### config.mk
export PLATFORM = sky130hd
export DESIGN_NAME = lcd_char_buffer
export DESIGN_NICKNAME = d
export VERILOG_FILES = /design/src/rtl/lcd_char_buffer.sv
export SDC_FILE = /design/constraint.sdc
export NUM_CORES = 1
export LEC_CHECK = 0
export ABC_AREA = 1
export BUFFER_PORTS_ARGS = -buffer_cell sky130_fd_sc_hd__buf_2
export CORE_AREA = 2 2 181 183
export DETAILED_ROUTE_END_ITERATION = 6
export DIE_AREA = 0 0 183 185
export SLEW_MARGIN = 10
export SYNTH_ARGS = -nofsm -noshare
export SYNTH_HDL_FRONTEND = slang
export SYNTH_SLANG_ARGS = --single-unit
### constraint.sdc
create_clock -name lcd_clk -period 1.72 [get_ports lcd_clk]
set_clock_uncertainty 0.2 [all_clocks]
set_input_delay 0.344 -clock lcd_clk [delete_from_list [all_inputs] [get_ports lcd_clk]]
set_output_delay 0.344 -clock lcd_clk [all_outputs]
set_load 0.005 [all_outputs]
### src/rtl/lcd_char_buffer.sv
// 32-cell character buffer between an SPI byte receiver and an LCD1602 driver.
// Optional control-code decoding (clear sweep, CR, LF, BS) is enabled by defining LCD_BUF_CTRL_EN.
module lcd_char_buffer #(
  parameter logic [7:0] FILL_CHAR = 8'h20
) (
  input  logic       lcd_clk,
  input  logic       rst_n,
  input  logic [7:0] rx_data,
  input  logic       rx_toggle,
  input  logic       lcd_we,
  output logic [4:0] char_count,
  output logic [7:0] data_display,
  output logic [4:0] wr_ptr,
  output logic       busy,
  output logic       frame_done,
  output logic       overrun
);

  logic [7:0] r_cells [0:31];
  logic       r_sync1;
  logic       r_sync2;
  logic       r_hist;
  logic       w_evt;
  logic [4:0] r_char_count;
  logic [4:0] r_wr_ptr;
  logic       r_frame_done;
  logic       w_wr_en;
  logic [4:0] w_wr_addr;
  logic [7:0] w_wr_data;
  logic [4:0] w_wr_ptr_nxt;

  // rx_toggle crosses from the SPI domain; the history flop turns each level change into one event
  always_ff @(posedge lcd_clk or negedge rst_n) begin
    if (!rst_n) begin
      r_sync1 <= 1'b0;
      r_sync2 <= 1'b0;
      r_hist  <= 1'b0;
    end else begin
      r_sync1 <= rx_toggle;
      r_sync2 <= r_sync1;
      r_hist  <= r_sync2;
    end
  end

  assign w_evt = r_sync2 ^ r_hist;

  // Readout index runs freely under the driver's strobe, independent of any clear sweep
  always_ff @(posedge lcd_clk or negedge rst_n) begin
    if (!rst_n) begin
      r_char_count <= 5'd0;
      r_frame_done <= 1'b0;
    end else begin
      r_frame_done <= lcd_we && (r_char_count == 5'd31);
      if (lcd_we) begin
        r_char_count <= r_char_count + 5'd1;
      end else begin
        r_char_count <= r_char_count;
      end
    end
  end

`ifdef LCD_BUF_CTRL_EN
  typedef enum logic {
    ST_IDLE  = 1'b0,
    ST_CLEAR = 1'b1
  } state_t;

  state_t     r_state;
  state_t     w_state_nxt;
  logic [4:0] r_clr_idx;
  logic [4:0] w_clr_idx_nxt;
  logic       r_pend_valid;
  logic       w_pend_valid_nxt;
  logic [7:0] r_pend_data;
  logic [7:0] w_pend_data_nxt;
  logic       r_overrun;
  logic       w_overrun_nxt;
  logic       w_go;
  logic [7:0] w_byte;

  // State, sweep index, one-entry pending slot and sticky overrun
  always_ff @(posedge lcd_clk or negedge rst_n) begin
    if (!rst_n) begin
      r_state      <= ST_IDLE;
      r_clr_idx    <= 5'd0;
      r_pend_valid <= 1'b0;
      r_pend_data  <= 8'h00;
      r_overrun    <= 1'b0;
    end else begin
      r_state      <= w_state_nxt;
      r_clr_idx    <= w_clr_idx_nxt;
      r_pend_valid <= w_pend_valid_nxt;
      r_pend_data  <= w_pend_data_nxt;
      r_overrun    <= w_overrun_nxt;
    end
  end

  // A held byte is served before any new event; a new event colliding with it is lost
  always_comb begin
    w_state_nxt      = r_state;
    w_clr_idx_nxt    = r_clr_idx;
    w_pend_valid_nxt = r_pend_valid;
    w_pend_data_nxt  = r_pend_data;
    w_overrun_nxt    = r_overrun;
    w_wr_en          = 1'b0;
    w_wr_addr        = r_wr_ptr;
    w_wr_ptr_nxt     = r_wr_ptr;
    w_go             = 1'b0;
    w_byte           = r_pend_valid ? r_pend_data : rx_data;
    w_wr_data        = w_byte;
    case (r_state)
      ST_IDLE: begin
        if (r_pend_valid) begin
          w_go             = 1'b1;
          w_pend_valid_nxt = 1'b0;
          w_overrun_nxt    = r_overrun | w_evt;
        end else begin
          w_go = w_evt;
        end
        if (w_go) begin
          case (w_byte)
            8'h0C: begin
              w_state_nxt   = ST_CLEAR;
              w_clr_idx_nxt = 5'd0;
            end
            8'h0D:   w_wr_ptr_nxt = {r_wr_ptr[4], 4'h0};
            8'h0A:   w_wr_ptr_nxt = {~r_wr_ptr[4], 4'h0};
            8'h08:   w_wr_ptr_nxt = r_wr_ptr - 5'd1;
            default: begin
              if (w_byte[7:5] != 3'b000) begin
                w_wr_en      = 1'b1;
                w_wr_ptr_nxt = r_wr_ptr + 5'd1;
              end else begin
                w_wr_en = 1'b0;
              end
            end
          endcase
        end else begin
          w_wr_en = 1'b0;
        end
      end
      ST_CLEAR: begin
        w_wr_en   = 1'b1;
        w_wr_addr = r_clr_idx;
        w_wr_data = FILL_CHAR;
        if (r_clr_idx == 5'd31) begin
          w_state_nxt  = ST_IDLE;
          w_wr_ptr_nxt = 5'd0;
        end else begin
          w_clr_idx_nxt = r_clr_idx + 5'd1;
        end
        if (w_evt && r_pend_valid) begin
          w_overrun_nxt = 1'b1;
        end else if (w_evt) begin
          w_pend_valid_nxt = 1'b1;
          w_pend_data_nxt  = rx_data;
        end else begin
          w_pend_valid_nxt = r_pend_valid;
        end
      end
      default: w_state_nxt = ST_IDLE;
    endcase
  end

  assign busy    = (r_state == ST_CLEAR);
  assign overrun = r_overrun;
`else
  // Every received byte is printable in this build
  always_comb begin
    w_wr_en      = w_evt;
    w_wr_addr    = r_wr_ptr;
    w_wr_data    = rx_data;
    w_wr_ptr_nxt = w_evt ? (r_wr_ptr + 5'd1) : r_wr_ptr;
  end

  assign busy    = 1'b0;
  assign overrun = 1'b0;
`endif

  // Cursor register
  always_ff @(posedge lcd_clk or negedge rst_n) begin
    if (!rst_n) begin
      r_wr_ptr <= 5'd0;
    end else begin
      r_wr_ptr <= w_wr_ptr_nxt;
    end
  end

  // Cell array; single write port shared by byte writes and the clear sweep
  always_ff @(posedge lcd_clk or negedge rst_n) begin
    if (!rst_n) begin
      for (int i = 0; i < 32; i++) begin
        r_cells[i] <= FILL_CHAR;
      end
    end else if (w_wr_en) begin
      r_cells[w_wr_addr] <= w_wr_data;
    end
  end

  assign char_count   = r_char_count;
  assign data_display = r_cells[r_char_count];
  assign wr_ptr       = r_wr_ptr;
  assign frame_done   = r_frame_done;

endmodule
==> summary.txt <==
Clocking
  • Worst-path clk slew: 0.06 ns
  • CTS tree: built
  • H-Tree Depth: 1
  • Root Buffer: clkbuf_16
  • Sink Count: 270
  • Maximum clock insertion buffer count: 3
  • CTS buffer count: 30
  • Clk_lat worst skew: 0.55 ns

Global routing
  • First-pass GRT wire length: 63400 µm
  • All-layer global routing usage: 0.239
  • Initial antenna violation count: 0
  • Vias in the first global route: 11200
  • GR peak layer: met2
  • Grt met2 use: 0.394
  • Gr ovfl total: 0
  • Largest net degree at the start of global routing: 61
  • GR Util met1: 0.337
  • Global routing usage on met3: 0.0258

Power
  • Combinational fraction of design power: 0.537
  • Sw Pwr: 16.1 mW
  • Leak: 10.1 nW
  • Sequential power share: 0.288
  • Clock power frac: 0.175
  • Internal: 22.5 mW
  • Worst vdd ir: 1.03 mV
  • Switching part of the total: 0.418
  • PwrDens: 1880 nW/µm²

STA
  • Tightest Pin Transition: 0.547 ns
  • Count of final setup violators: 249
  • Slew Limit Fails: 0
  • Final hold vios: 0
  • Post-route setup slack: -1.20 ns
  • Setup TNS: -28.21 ns
  • Timing-limited maximum frequency: 343 MHz
  • Fin crit period: 2.92 ns
  • RSZ-0062 raised after global routing: true
  • Final worst-path cycle share: 1.70
  • Slew HR: 0.635

Routing
  • Detailed Routing Iterations Pass 1: 5
  • DRT Wirelength: 47800 µm
  • Drt wl/cell: 20.1 µm
  • DRC violations left: 0
  • Via count: 12800
  • DRT iter0 DRCs: 1124
  • Final ANT Viol Nets: 0
  • Vias per cell: 5.39

Min path
  • Worst Hold Class: input pin to asynchronous set/reset pin

Floorplan
  • Die Wd: 183 µm
  • Rows: 66
  • Die area: 33900 µm²
  • Io pins: 33
  • Core area: 32000 µm²
  • Chip height: 185 µm
  • Initial core utilization: 0.415

Logic synthesis
  • Synthesis-stage register bit count: 270
  • Synth top area cells: dfrtp_1 45%, nand2_1 18%, o21ai_0 9.7%
  • Syn_area_per_cell: 7.46 µm²
  • Post-Synthesis Cells: 1784
  • Synth warn: 0
  • Sequential area share after synthesis: 0.511
  • Cell area after synthesis: 13300 µm²
  • Area leader, netlist: dfrtp_1
  • Post-synthesis cell type count: 25
  • Synth top area share: 0.448

Cells and area
  • Most frequent cells in the layout: 321 x nand2_1, 235 x inv_1, 232 x dfrtp_1, 210 x nand2_2
  • Final net count: 1961
  • Share of post-route cells with drive strength above 1: 0.464
  • Util after Layout: 0.641
  • P&R area growth vs syn: 54.3%
  • Commonest non-fill, non-tap cell in the layout: nand2_1
  • Antenna cells: 0

Run
  • Maxcap violations: 0

Setup path
  • R2R setup slack: -0.32 ns
  • Startpoint type of the worst setup path: register
  • Crit end category: output port
  • Crit path kind: register to output port
  • WP data required: 1.18 ns
  • Crit path arrival time: 2.37 ns
  • Critical path fanouts, max: 12

Run status
  • Status: finished, violations left
  • Failing checks: setup timing

Place
  • Dpl ws: -0.637 ns
  • HPWL after DPL: 24700 µm
  • Port bufs: 30
  • GP Congestion: 0.889
-- power by group through the flow --
stage | registers, mW | clock network (mW) | logic, mW
after floorplan | 10.2 | 0 | 8.24
after global placement | 10.5 | 0 | 12.5
after detailed placement | 10.6 | 0 | 12.7
after CTS | 10.5 | 6.86 | 14.1
after global routing | 11.4 | 7.12 | 22.3
final | 11.1 | 6.77 | 20.7
-- synth_stat cells --
cell type  count
a21oi_1        7
buf_1         14
buf_2         35
buf_4          4
clkbuf_1      60
clkinv_1       2
conb_1         1
dfrtp_1      238
dfstp_2       32
ha_1           6
inv_1        244
inv_2          4
nand2_1      638
nand2_2        2
nand3_1      168
nand4_1        2
nand4_2        1
nor2_1        29
nor2_2         2
nor2_4         1
nor3_2         4
o21ai_0      259
o21ai_2        8
or2_2         17
xor2_1         6
-- metal layers --
metal  share of wire  wire length [µm]
met4           0.046              2200
met2            0.48             23100
met3           0.065              3090
met5               0                 0
met1            0.41             19400
-- cell type report --
type	count	area, µm²
multi-input combinational	1152	7810
fill	2493	11500
timing repair buffer	239	3330
clock inverter	7	101
inverter	250	1020
clock buffer	48	948
tap	408	510
sequential	270	6810
-- worst max-delay path, stage by stage, from the launching register on --
cell and delay, ns:
dfrtp_4 0.58, buf_12 0.19, or2_2 0.29, nand3_1 0.08
nand2_1 0.08, nand2_1 0.10, nand3_2 0.09, nand3_2 0.10
nand2_2 0.12, buf_6 0.13
-- cells by family after synthesis --
| logic type | Yosys count | share of synthesized area |
|---|---|---|
| other | 1 | 0.000282 |
| DFF | 270 | 0.511 |
| and+or+nand+nor | 864 | 0.267 |
| adders and majority gates | 6 | 0.00564 |
| AOI/OAI and AO/OA | 274 | 0.105 |
| xor gates and xnor gates | 6 | 0.00395 |
| buffers and inverters | 363 | 0.107 |
-- through the flow --
| stage | power, mW | area (µm²) | std cells | hold WS (ns) |
|---|---|---|---|---|
| final | 38.6 | 20500 | 2374 | 0.0193 |
| after global routing | 40.8 | 20500 | 2374 | 0.0153 |
| after CTS | 31.5 | 16700 | 2314 | 0.00270 |
| after detailed placement | 23.2 | 14800 | 2222 | 0.0152 |
| after global placement | 23.0 | 14800 | 2222 | 0.00566 |
| after floorplan | 18.4 | 13400 | 1785 | -0.152 |
-- sequential cells by signal, summed over array words and instances, names as in the netlist --
register / flops
char_count: 5
r_sync1: 1
r_sync2: 1
r_cells: 256
wr_ptr: 5
r_hist: 1
frame_done: 1
-- path summary, 6_finish.rpt --
path / from / to / cells after the start
max: char_count[0] / data_display[6] / 9
min: rst_n / r_cells[64] / 2
max reg2reg: char_count[0] / char_count[4] / 9
min reg2reg: r_sync1 / r_sync2 / 0
max in group asynchronous: rst_n / r_cells[213] / 3
min in group lcd_clk: rx_data[0] / r_cells[224] / 4
-- repair_timing --
action	4_1_cts	5_1_grt
pin swaps	9	90
hold endpoints to repair	281	0
gates resized for setup	141	1003
hold buffers	7	0
cloned	9	35
buffers inserted	22	29
setup endpoints to repair	160	273
Power figures use the tool's default switching activity.
